===== config.mk =====
export PLATFORM = sky130hd
export DESIGN_NAME = change_dispenser
export DESIGN_NICKNAME = d
export VERILOG_FILES = /design/src/rtl/vend_pkg.sv /design/src/rtl/coin_inventory.sv /design/src/rtl/change_dispenser.sv
export SDC_FILE = /design/constraint.sdc
export NUM_CORES = 1
export LEC_CHECK = 0
export BUFFER_PORTS_ARGS = -buffer_cell sky130_fd_sc_hd__buf_2
export CAP_MARGIN = 20
export CORE_MARGIN = 10
export CORE_UTILIZATION = 51
export CTS_CLUSTER_SIZE = 14
export DETAILED_ROUTE_END_ITERATION = 10
export PLACE_DENSITY_LB_ADDON = 0.3
export SYNTH_ARGS = -nofsm -noshare
export SYNTH_HDL_FRONTEND = slang
export SYNTH_SLANG_ARGS = --single-unit

===== constraint.sdc =====
create_clock -name clk -period 2.2 [get_ports clk]
set_input_delay 0.11 -clock clk [delete_from_list [all_inputs] [get_ports clk]]
set_output_delay 0.11 -clock clk [all_outputs]
set_load 0.03 [all_outputs]

===== src/rtl/vend_pkg.sv =====
// Shared vending definitions: coin_sel encodings, denomination values and dispenser states.
package vend_pkg;

  localparam logic [1:0] COIN_1 = 2'd0;
  localparam logic [1:0] COIN_2 = 2'd1;
  localparam logic [1:0] COIN_5 = 2'd2;

  localparam logic [7:0] VAL_1 = 8'd1;
  localparam logic [7:0] VAL_2 = 8'd2;
  localparam logic [7:0] VAL_5 = 8'd5;

  typedef enum logic [1:0] {
    ST_IDLE,
    ST_SELECT,
    ST_REQ,
    ST_DONE
  } disp_state_t;

  function automatic logic [7:0] coin_value(input logic [1:0] sel);
    case (sel)
      COIN_5:  return VAL_5;
      COIN_2:  return VAL_2;
      default: return VAL_1;
    endcase
  endfunction

endpackage


===== src/rtl/coin_inventory.sv =====
// Per-denomination coin counters: saturating restock, guarded single-coin decrement.
module coin_inventory
  import vend_pkg::*;
#(
  parameter int INV_W     = 8,
  parameter int INIT_CNT5 = 20,
  parameter int INIT_CNT2 = 20,
  parameter int INIT_CNT1 = 20
) (
  input  logic             clk,
  input  logic             reset,
  input  logic             i_restock,
  input  logic [1:0]       i_restock_sel,
  input  logic [INV_W-1:0] i_restock_cnt,
  input  logic             i_dec,
  input  logic [1:0]       i_dec_sel,
  output logic [INV_W-1:0] o_cnt5,
  output logic [INV_W-1:0] o_cnt2,
  output logic [INV_W-1:0] o_cnt1
);

  localparam logic [INV_W-1:0] ONE = {{(INV_W-1){1'b0}}, 1'b1};
  localparam logic [INV_W-1:0] RST5 = INV_W'(INIT_CNT5);
  localparam logic [INV_W-1:0] RST2 = INV_W'(INIT_CNT2);
  localparam logic [INV_W-1:0] RST1 = INV_W'(INIT_CNT1);

  // Indexed by coin_sel encoding: [0]=1-unit, [1]=2-unit, [2]=5-unit
  logic [INV_W-1:0] r_cnt [3];

  function automatic logic [INV_W-1:0] sat_add(input logic [INV_W-1:0] a,
                                               input logic [INV_W-1:0] b);
    logic [INV_W:0] sum;
    sum = {1'b0, a} + {1'b0, b};
    return sum[INV_W] ? {INV_W{1'b1}} : sum[INV_W-1:0];
  endfunction

  always_ff @(posedge clk or posedge reset) begin
    if (reset) begin
      r_cnt[0] <= RST1;
      r_cnt[1] <= RST2;
      r_cnt[2] <= RST5;
    end else begin
      for (int i = 0; i < 3; i++) begin
        if (i_restock && i_restock_sel == 2'(i))
          r_cnt[i] <= sat_add(r_cnt[i], i_restock_cnt);
        else if (i_dec && i_dec_sel == 2'(i) && r_cnt[i] != '0)
          r_cnt[i] <= r_cnt[i] - ONE;
      end
    end
  end

  assign o_cnt1 = r_cnt[0];
  assign o_cnt2 = r_cnt[1];
  assign o_cnt5 = r_cnt[2];

endmodule


===== src/rtl/change_dispenser.sv =====
// Greedy change payout: picks the largest affordable coin in stock and
// hands it to the hopper over a req/ack handshake, one coin at a time.
module change_dispenser
  import vend_pkg::*;
#(
  parameter int INV_W     = 8,
  parameter int INIT_CNT5 = 20,
  parameter int INIT_CNT2 = 20,
  parameter int INIT_CNT1 = 20
) (
  input  logic             clk,
  input  logic             reset,
  input  logic             start,
  input  logic [7:0]       amount,
  output logic             coin_req,
  output logic [1:0]       coin_sel,
  input  logic             coin_ack,
  input  logic             restock,
  input  logic [1:0]       restock_sel,
  input  logic [INV_W-1:0] restock_cnt,
  output logic             busy,
  output logic             done,
  output logic             short,
  output logic [7:0]       remaining,
  output logic [7:0]       paid,
  output logic [INV_W-1:0] cnt5,
  output logic [INV_W-1:0] cnt2,
  output logic [INV_W-1:0] cnt1
);

  disp_state_t r_state, w_next;
  logic [7:0]  r_remaining;
  logic [7:0]  r_paid;
  logic [1:0]  r_coin_sel;
  logic        w_sel_ok;
  logic [1:0]  w_sel;
  logic        w_start_ok;
  logic        w_restock_ok;
  logic        w_ack;
  logic [7:0]  w_value;

  assign w_start_ok   = (r_state == ST_IDLE) && start;
  assign w_restock_ok = (r_state == ST_IDLE) && restock;
  assign w_ack        = (r_state == ST_REQ) && coin_ack;
  assign w_value      = coin_value(r_coin_sel);

  coin_inventory #(
    .INV_W    (INV_W),
    .INIT_CNT5(INIT_CNT5),
    .INIT_CNT2(INIT_CNT2),
    .INIT_CNT1(INIT_CNT1)
  ) u_inv (
    .clk          (clk),
    .reset        (reset),
    .i_restock    (w_restock_ok),
    .i_restock_sel(restock_sel),
    .i_restock_cnt(restock_cnt),
    .i_dec        (w_ack),
    .i_dec_sel    (r_coin_sel),
    .o_cnt5       (cnt5),
    .o_cnt2       (cnt2),
    .o_cnt1       (cnt1)
  );

  // Greedy pick; remaining==0 falls through every branch and reports nothing to pay
  always_comb begin
    w_sel_ok = 1'b1;
    w_sel    = COIN_1;
    if (r_remaining >= VAL_5 && cnt5 != '0)
      w_sel = COIN_5;
    else if (r_remaining >= VAL_2 && cnt2 != '0)
      w_sel = COIN_2;
    else if (r_remaining >= VAL_1 && cnt1 != '0)
      w_sel = COIN_1;
    else
      w_sel_ok = 1'b0;
  end

  always_ff @(posedge clk or posedge reset) begin
    if (reset) r_state <= ST_IDLE;
    else       r_state <= w_next;
  end

  always_comb begin
    w_next = r_state;
    case (r_state)
      ST_IDLE:   if (start) w_next = ST_SELECT;
      ST_SELECT: w_next = w_sel_ok ? ST_REQ : ST_DONE;
      ST_REQ:    if (coin_ack) w_next = ST_SELECT;
      ST_DONE:   w_next = ST_IDLE;
      default:   w_next = ST_IDLE;
    endcase
  end

  always_comb begin
    coin_req = (r_state == ST_REQ);
    busy     = (r_state != ST_IDLE);
    done     = (r_state == ST_DONE);
    short    = (r_state == ST_DONE) && (r_remaining != '0);
  end

  always_ff @(posedge clk or posedge reset) begin
    if (reset) begin
      r_remaining <= '0;
      r_paid      <= '0;
      r_coin_sel  <= COIN_1;
    end else begin
      if (w_start_ok) begin
        r_remaining <= amount;
        r_paid      <= '0;
      end
      if (r_state == ST_SELECT && w_sel_ok)
        r_coin_sel <= w_sel;
      if (w_ack) begin
        r_remaining <= r_remaining - w_value;
        r_paid      <= r_paid + w_value;
      end
    end
  end

  assign coin_sel  = r_coin_sel;
  assign remaining = r_remaining;
  assign paid      = r_paid;

endmodule


==> metrics.md <==
| Metric | Value |
|---|---|
| Status | finished, final reports clean |
| Clock Power Share | 0.110 |
| GRT overflow | 0 |
| Share of the synthesized area in the top cell type | 0.259 |
| Top-count cell post-synth | dfrtp_1 |
| CORE AREA | 6910 sq um |
| GRT Overall Usage | 0.194 |
| Initial antenna violation count | 0 |
| Synthesized flop and latch total | 44 |
| Syn Nets | 469 |
| Primary FF master, synth | dfrtp_1 |
| Sequential share of the synthesized area | 0.302 |
| Fin. max-slew vios | 0 |
| Gr busiest metal | met2 |
| # clock sinks | 44 |
| Post-route ant nets | 0 |
| Area grow syn2layout | 28.9% |
| Post-Syn Area per Cell | 8.99 sq um |
| Final min period | 2.15 ns |
| Syn Inst Count | 408 |
| Mean routed wirelength per cell | 17.7 um |
| Clk Latency, worst-skew pair | 0.31 ns |
| Synth cell count leaders | dfrtp_1, nand2_1, ha_1, nor2_1, o21ai_0 |
| Leakage | 2.07 nW |
| Met3 usage | 0.0387 |
| Sw power | 3.00 mW |
| Netlist cell types | 65 |
| Switch share | 0.494 |
| Design area | 4730 sq um |
| Int Pwr | 3.07 mW |
| Achievable Freq | 0.466 GHz |
| Fin cells | 621 |
| M1 GR Usage | 0.239 |
| Max FO, Critical Path | 4 |
| Vias per cell | 6.05 |
| Via count of the first global-routing pass | 3757 |
| RSZ-0062 raised after global routing | yes |
| Die ar. | 11000 sq um |
| CTS tree | built |
| First-pass GRT wire length | 18300 um |
| Final hold vios | 0 |
| Multi-input combinational cell area | 2620 sq um |
| Max Clock Skew | 0.0115 ns |
| Fin nets | 585 |
| HPWL after detailed placement | 8640 um |
| ANT cells | 0 |
| Cell family with most CP delay | simple AND/OR/NAND/NOR gates |
| DP Cell Count | 605 |
| Fraction of layout cells with a size suffix above 1 | 0.316 |
| Num ports | 69 |
| Root Buffer | clkbuf_8 |
| WL final | 11000 um |
| Worst path required time | 2.42 ns |
| Post-synth EDFFs | 0 |
| Worst Tran Pin Value | 0.718 ns |
| Die H | 105 um |
| Crit share post-route | 0.975 |
| Clock Pin Slew Worst Setup and Hold Paths | 0.10 ns |
| Cell taking the most area after synthesis | dfrtp_1 |
| Max H-tree Level | 2 |
| First-pass DRT Iterations | 4 |
| Placement Cell Area | 4460 sq um |
| Worst hold path type | input pin to register |
| Worst setup EP type | register |
| Die W | 105 um |
| Hold WS | 0.0154 ns |
| Ys async rst share | 1.00 |
| Setup CP Type | register to register |
| Post-Syn Area | 3670 sq um |
| I/O Buffers | 68 |
| Worst EP arrival | 2.37 ns |
| Gate power share | 0.636 |
| Final GP Congestion | 0.944 |
| Row count | 30 |
| Biggest cell delay along the critical path | 0.43 ns |
| Synth area leaders | dfrtp_1, ha_1, dfstp_2, nand2_1, o21ai_0 |
| Max-cap viol count | 0 |
| Critical path cell sequence | inv_1, ha_1, nor4b_2, a2111o_1, or4_1, xor2_1, a22oi_2 |
| Grt met2 use | 0.333 |
| WP buf/inv | 1 |
| Max VDD drop | 0.000662 V |
| Slew margin rel. | 0.518 |
| Pwr Density | 1280 nW/um^2 |
| Fillers | 599 |
| Largest net degree at the start of global routing | 20 |
| Initial Utilization | 0.531 |
| Power Total | 6.07 mW |
| Slowest stage cell, crit path | a2111o_1 |
| Via count | 3756 |
| Num CTS Buffers | 5 |
| FF/Latch Area | 1120 sq um |
| Iteration-0 DRC Markers | 146 |
| CTS max path bufs | 2 |
| CP startpoint kind | register |
| Seq pwr share | 0.254 |
| Synthesis Warnings | 0 |
| Setup Viol. Count Final | 0 |
| DRC viols | 0 |
[stage by stage]
stage	setup TNS (ns)	setup slack, ns	utilization
after CTS	0	0.00575	0.668
after floorplan	-0.0252	-0.0252	-
final	0	0.0546	0.685
after detailed placement	-0.00462	-0.00355	0.646
after global routing	-0.365	-0.0916	0.685
after global placement	0	0.0576	0.646
[state kept, by name, summed over array words and instances (netlist names)]
register	count
u_inv.o_cnt1	8
coin_sel	2
remaining	8
u_inv.o_cnt5	8
paid	8
u_inv.o_cnt2	8
r_state	2
[layer usage]
layer,routed length (um),part of all wire
met5,0,0
met4,185,0.017
met3,621,0.056
met2,5430,0.49
met1,4760,0.43
[cell type report]
cell class              instances  share of cell area
multi-input cells             342               0.553
flip-flops and latches         44               0.236
repair buffers                113               0.146
well taps                      96              0.0254
clock buffers                   5              0.0145
inverters                      18              0.0143
clock inverters                 3             0.00978
[kinds of logic (layout without fill, tap and decap cells)]
group,after synthesis,in the layout,share of synthesized area
buffers and inverters,22,139,0.0228
XOR/XNOR,15,15,0.0358
AND/OR/NAND/NOR,152,152,0.230
multiplexers,7,7,0.0191
adder cells (fa/ha/maj),38,38,0.140
flip-flops,44,44,0.302
AO/OA/AOI/OAI,130,130,0.250
[path summary, 6_finish.rpt]
| path | from | slack (ns) | cells past startpoint | endpoint |
|---|---|---|---|---|
| hold reg to reg | paid[7] | 0.47 | 1 | paid[7] |
| hold / removal | amount[7] | 0.02 | 3 | remaining[7] |
| min in group asynchronous | reset | 0.37 | 3 | u_inv.o_cnt2[7] |
| setup / recovery | u_inv.o_cnt1[1] | 0.05 | 7 | u_inv.o_cnt1[3] |
| setup reg to reg | u_inv.o_cnt1[1] | 0.05 | 7 | u_inv.o_cnt1[3] |
| max in group asynchronous | reset | 1.17 | 4 | u_inv.o_cnt2[2] |
[worst min-delay path: cells and delay by family]
kind	cells	cell delay (ns)
buffers and inverters	1	0.08
AOI/OAI and AO/OA	1	0.07
and+or+nand+nor	1	0.04
[cells in the final DEF, fill, tap and decap left out, types with 14 or more instances in the layout]
cell | synthesis | routed
a21oi_1 | 18 | 18
buf_2 | 1 | 68
buf_4 | 0 | 43
dfrtp_1 | 38 | 31
ha_1 | 33 | 30
inv_1 | 18 | 17
nand2_1 | 36 | 35
nand3_1 | 15 | 14
nor2_1 | 23 | 23
o21ai_0 | 23 | 21
[power by group through the flow]
stage / Combinational, mW / Sequential (mW) / Clock, mW
floorplan: 1.91 / 2.10 / 0
global placement: 3.53 / 1.54 / 0
detailed placement: 3.63 / 1.55 / 0
CTS: 3.71 / 1.53 / 0.681
global route: 4.27 / 1.59 / 0.708
finish: 3.86 / 1.54 / 0.668
[repair_timing]
action                                  4_1_cts  5_1_grt
hold endpoints to repair                     13        0
pin swaps                                     1        9
buffers inserted                              2        5
gates resized for setup                       0       18
endpoints found under the setup margin        3       23
hold buffers                                  1        0
No activity file was read; power rests on OpenSTA's default activity.
